## src/rtl/fetch_stage.sv

```systemverilog
// Instruction fetch: PC register, IF/ID pipeline register,
// branch redirect/flush, hazard freeze and saturating debug counters.
module fetch_stage #(
    parameter logic [31:0] RESET_PC = 32'h0000_0000,
    parameter int          CNT_W    = 16
) (
    input  logic             clk,
    input  logic             rst,
    input  logic             freeze,
    input  logic             branch_taken,
    input  logic [31:0]      branch_addr,
    output logic [31:0]      imem_addr,
    input  logic [31:0]      imem_data,
    output logic [31:0]      id_pc,
    output logic [31:0]      id_instruction,
    output logic             id_valid,
    output logic [CNT_W-1:0] stall_count,
    output logic [CNT_W-1:0] flush_count
);

    typedef struct packed {
        logic [31:0] pc;
        logic [31:0] instr;
        logic        valid;
    } if_id_t;

    localparam if_id_t BUBBLE = '{pc: 32'h0, instr: 32'h0, valid: 1'b0};

    logic [31:0]      pc_q, pc_d;
    if_id_t           if_id_q, if_id_d;
    logic [CNT_W-1:0] stall_q, stall_d;
    logic [CNT_W-1:0] flush_q, flush_d;

    logic [31:0] pc_next;
    logic [31:0] br_target;
    logic        unused_br_lsb;

    // Branch wins over freeze, so the selects are made one-hot here.
    logic take_br, take_frz, take_run;

    assign pc_next       = pc_q + 32'd4;
    assign br_target     = {branch_addr[31:2], 2'b00};
    assign unused_br_lsb = ^branch_addr[1:0];

    assign take_br  = branch_taken;
    assign take_frz = freeze & ~branch_taken;
    assign take_run = ~freeze & ~branch_taken;

    function automatic logic [CNT_W-1:0] sat_inc(
        input logic [CNT_W-1:0] v
    );
        return (&v) ? v : v + CNT_W'(1);
    endfunction

    always_comb begin
        pc_d    = pc_q;
        if_id_d = if_id_q;
        stall_d = stall_q;
        flush_d = flush_q;
        unique case (1'b1)
            take_br: begin
                pc_d    = br_target;
                if_id_d = BUBBLE;
                flush_d = sat_inc(flush_q);
            end
            take_frz: begin
                stall_d = sat_inc(stall_q);
            end
            take_run: begin
                pc_d          = pc_next;
                if_id_d.pc    = pc_next;
                if_id_d.instr = imem_data;
                if_id_d.valid = 1'b1;
            end
            default: ;
        endcase
    end

    always_ff @(posedge clk) begin
        if (rst) begin
            pc_q    <= RESET_PC;
            if_id_q <= BUBBLE;
            stall_q <= '0;
            flush_q <= '0;
        end else begin
            pc_q    <= pc_d;
            if_id_q <= if_id_d;
            stall_q <= stall_d;
            flush_q <= flush_d;
        end
    end

    assign imem_addr      = pc_q;
    assign id_pc          = if_id_q.pc;
    assign id_instruction = if_id_q.instr;
    assign id_valid       = if_id_q.valid;
    assign stall_count    = stall_q;
    assign flush_count    = flush_q;

endmodule
```

## config.mk

```make
export PLATFORM = sky130hd
export DESIGN_NAME = fetch_stage
export DESIGN_NICKNAME = d
export VERILOG_FILES = /design/src/rtl/fetch_stage.sv
export SDC_FILE = /design/constraint.sdc
export NUM_CORES = 1
export LEC_CHECK = 0
export ABC_AREA = 1
export CORE_ASPECT_RATIO = 0.5
export CORE_MARGIN = 1.5
export CORE_UTILIZATION = 40
export CTS_CLUSTER_SIZE = 20
export DETAILED_ROUTE_END_ITERATION = 12
export PLACE_DENSITY = 0.68
export SYNTH_ARGS = -nofsm -noshare
export SYNTH_HDL_FRONTEND = slang
export SYNTH_SLANG_ARGS = --single-unit
export TNS_END_PERCENT = 5
```

## constraint.sdc

```tcl
create_clock -name clk -period 1.65 [get_ports clk]
set_input_delay 0.33 -clock clk [delete_from_list [all_inputs] [get_ports clk]]
set_output_delay 0.33 -clock clk [all_outputs]
set_load 0.005 [all_outputs]
```

== After elaboration in Yosys (flattened, before gate mapping) ==
Cells that the tools add are included.

* Add/subtract/negate cells: 3
* Multiplexer cells: 2
* Bitwise operators: 6
* Reduce and logical (&&, ||, !) cells: 5

{| class="wikitable"
|+ Operators with widths
! kind !! number
|-
| $pmux W65 S2 || 1
|-
| $pmux W32 S2 || 1
|-
| $add A16 B1 Y16 const B || 2
|-
| $add A32 B3 Y32 const B || 1
|-
| $reduce_and A16 Y1 || 2
|-
| $not A1 Y1 || 4
|-
| $reduce_and A2 Y1 || 2
|-
| $and A1 B1 Y1 || 2
|-
| $reduce_bool A2 Y1 || 1
|}

* Flip-flop bits (word level): 129
* Output and inout port bits: 129
* Word-level logic and storage cells: 22

== Longest topological paths before layout ==
* Depth after elaboration: 3
* Depth in mapped cells: 10
* Mapped depth without buffers: 10

== Worst setup path before layout ==
OpenSTA, ideal clock, no wires.

* Path kind: register -> register
* Start point: register flush_q[0] (netlist: flush_count[0])
* End point: register flush_q[6] (netlist: flush_count[6])
* Setup time: 133 ps
* Data arrival time: 1426 ps
* Setup slack: 90 ps
* Cell stages (with the launch flop): 10
* Path buffers: 1
* Cell sequence: dfxtp_1 > ha_1 > nand2_2 > nor2_4 > nand4_4 > nor2_1 > nor2_2 > buf_2 > nand2_1 > a21oi_2

* Longest elaborated chain between the ends: 3
* Elaborated cells on any way between the ends: 4
* Classes of those cells: 1 x add/sub; 1 x bitwise; 2 x reduce/logical

{| class="wikitable"
|+ RTL lines
! element !! RTL line !! RTL
|-
| from (decl) || 32 || <nowiki>logic [CNT_W-1:0] flush_q, flush_d;</nowiki>
|-
| from (signal assigned) || 89 || <nowiki>flush_q <= flush_d;</nowiki>
|-
| branches (longest 3 deep; another with $add A16 B1 Y16) || -- ||
|}

Parallel ways; which one is timed is not known.
A chain may end at the register's enable or synchronous reset.

== Worst setup path after layout ==
* Start point: register pc_q[2] (netlist: imem_addr[2])
* End point: register if_id_q, in the netlist id_pc[22]

* Longest elaborated chain between the ends: 2

{| class="wikitable"
|+ RTL lines
! element !! RTL line !! RTL
|-
| from (decl) || 29 || <nowiki>logic [31:0] pc_q, pc_d;</nowiki>
|-
| from (signal assigned) || 86 || <nowiki>pc_q <= pc_d;</nowiki>
|-
| $add A32 B3 Y32 || 41 || <nowiki>assign pc_next = pc_q + 32'd4;</nowiki>
|-
| $pmux W65 S2 || 60 || <nowiki>unique case (1'b1)</nowiki>
|-
| to (signal assigned) || 87 || <nowiki>if_id_q <= if_id_d;</nowiki>
|-
| to (decl) || 30 || <nowiki>if_id_t if_id_q, if_id_d;</nowiki>
|}

Every way passes these cells.

==> summary.txt <==
Status
  – Status: complete, no violations

STA
  – Setup-failing EPs final: 0
  – Final min period: 1640 ps
  – Fmax: 609 MHz
  – Worst Max-Slew Pin Slew: 537 ps
  – Clock skew: 9.45 ps
  – Final hold violations: 0
  – RSZ-0062 raised after global routing: yes
  – Slew Limit Fails: 0
  – Slew HR: 0.642
  – Hold_ws: 395 ps
  – Period utilisation layout: 0.996

Detailed routing
  – Remaining DRCs: 0
  – Vias: 6618
  – Drt wl/cell: 14.4 um
  – Final ANT Viol Nets: 0
  – DRT Pass-1 Iters: 5
  – Vias per std cell: 4.90
  – Initial detailed-routing violation count: approximately 460
  – Detailed Route WL: 19500 um

Setup path
  – WP buf/inv: 1
  – Crit-path cells: ha_4 -> nand2_2 -> nor2_4 -> nand2_2 -> buf_4 -> nor2_4 -> nand2_1 -> nand2_1 -> nand3_1 -> a21oi_1
  – CP delay by family, top: simple AND/OR/NAND/NOR gates
  – Crit path capture type: flip-flop
  – CP Class: reg -> reg
  – CP Launch Type: flip-flop
  – CP arrival: 1980 ps
  – CP max FO: 8
  – CP max stage delay: 350 ps
  – Slowest stage cell, crit path: dfxtp_2
  – Worst EP required: 1990 ps

Finish
  – Area of the multi-input gates: 3150 sq um
  – Layout Nets: 1210
  – # diodes: 0
  – Area delta synth->final: 55.7%
  – Non-filler instance count after layout: between 1000 and 1500
  – Commonest non-fill, non-tap cell in the layout: nand2_1
  – Most frequent cells in the layout: nand2_1, clkdlybuf4s50_1, a21oi_1, inv_1, dfxtp_1
  – Register Area: 2590 sq um
  – Fraction of layout instances using a drive strength above 1: 0.174
  – # fillers: 1340

Power
  – Leakage power: between 3 and 4 nW
  – Max VDD drop: 762 uV
  – Pwr Density: 837 nW/um^2

Logic synthesis
  – Synthesized flop and latch total: between 100 and 150
  – Asr flop ratio synth: 0
  – Netlist Area Pre-Place: 6040 sq um
  – Number of synthesized flops with an enable pin: 0
  – Cell taking the most area after synthesis: dfxtp_1
  – Mean Syn Cell Area: 6.74 sq um
  – Share of the synthesized area in the top cell type: 0.414
  – Sequential share of the synthesized area: 0.414
  – Post-synth cell types: 35
  – Synth area leaders: dfxtp_1, nand2_1, a21oi_1
  – Syn Inst Count: roughly 900
  – Ys flop type: dfxtp_1
  – Yosys warnings: 0

Clock tree
  – Clock root buffer: clkbuf_16
  – Inserted Clock Buffers: 17
  – H-Tree Depth: 4
  – Total clock sinks: 125
  – Reg clk slew, reported paths: about 60 ps
  – CTS tree: yes
  – Cts hold-fix bufs: 0
  – Clk Latency, worst-skew pair: 410 ps
  – CTS Buffer Depth: 2

Placement
  – PortBufs: 190
  – Post-DP HPWL: 14100 um
  – Placed instance count: 1317
  – RePlAce Congestion: roughly 0.93

Floorplanning
  – CORE AREA: 14600 sq um
  – Die H: 89.9 um
  – Die Width: ~180 um
  – Die area: ~16000 sq um
  – Io pins: 197
  – Initial cell density of the core: 0.413
  – FP Rows: 31

Global route
  – Vias in the first global route: between 6000 and 7000
  – GRT Util Overall: 0.244
  – First-pass GRT wire length: between 30000 and 40000 um
  – Largest net degree at the start of global routing: 107
  – GRT overflow: 0
  – Initial antenna violation count: 0

Flow run
  – # Max-Cap Violations: 0

Hold path
  – Min-Delay Path Class: in -> reg
[per-stage QoR]
step	instance area [sq um]	util	power, mW	TNS [ps]	worst slack, ps
6_report	9410	0.644	7.88	0	7.41
5_1_grt	9410	0.644	8.17	-1070	-94.1
4_1_cts	9240	0.632	7.94	-156	-73.4
3_5_place_dp	8600	0.588	4.14	-7000	-159
3_3_place_gp	8600	0.588	4.13	-5160	-158
2_1_floorplan	6050	-	3.59	0	90.5
[final cells by class]
class,count,area share
multi-input cells,653,0.335
repair buffers,261,0.268
well taps,198,0.0263
clock buffers,18,0.0456
inverters,81,0.0323
clock inverters,14,0.0179
flip-flops and latches,125,0.275
[synthesized netlist by cell type, types with 2 or more instances]
cell type and count:
nand2_1 304, dfxtp_1 125, a21oi_1 112, inv_1 80
nor2_1 71, nand3_1 46, o21ai_0 39, clkbuf_1 18
xor2_1 17, buf_2 15, nand4_1 10, nor3_1 10
a21oi_2 6, a31oi_1 6, buf_4 4, nor2_4 4
buf_6 3, ha_1 3, nor3_2 3, xnor2_1 3
a22o_1 2, nand3_2 2, nor2_2 2
[worst reg2reg max path, delay by kind of cell, from the launching register on]
| kind | cells | cell delay [ps] |
|---|---|---|
| buffers and inverters | 1 | 170 |
| adders and majority gates | 1 | 150 |
| DFF | 1 | 350 |
| and+or+nand+nor | 7 | 740 |
| AOI/OAI and AO/OA | 1 | 150 |
[final timing paths]
check | startpoint | endpoint | slack (ps) | cells after the start
worst min-delay path | rst | stall_count[4] | 400 | 4
worst max register to register | imem_addr[2] | id_pc[22] | 7 | 10
worst min register to register | id_instruction[2] | id_instruction[2] | 460 | 2
worst max-delay path | imem_addr[2] | id_pc[22] | 7 | 10
[per-layer routing]
metal | GRT usage | up-vias | share of wire
li1 | - | 3361 | -
met5 | 0 | - | 0
met3 | 0.0520 | 24 | 0.057
met4 | 0.0749 | 0 | 0.016
met1 | 0.322 | 3039 | 0.47
met2 | 0.399 | 194 | 0.46
[registers in the layout, indices dropped and copies added (netlist names)]
register,flops
flush_count,16
id_instruction,32
id_pc,30
id_valid,1
imem_addr,30
stall_count,16
[what timing repair did]
action | CTS | global route
resized for setup | 87 | 57
setup buffers | 0 | 1
endpoints found under the setup margin | 77 | 77
pin swaps | 0 | 10
[power by group]
| group | internal (mW) | switching [mW] | total [mW] |
|---|---|---|---|
| logic | 0.462 | 0.405 | 0.867 |
| clock network | 2.38 | 1.44 | 3.82 |
| registers | 3.11 | 0.0856 | 3.19 |
| total | 5.95 | 1.93 | 7.88 |
[cell families (layout without fill, tap and decap cells)]
logic type,count (synthesis),after routing,share of synthesized area
and+or+nand+nor,457,457,0.316
AOI/OAI and AO/OA,169,169,0.149
DFF,125,125,0.414
buffers and inverters,122,374,0.0851
xor gates and xnor gates,20,20,0.0290
adders and majority gates,3,3,0.00621
other,1,4,0.000621
No activity file was read; power rests on OpenSTA's default activity.
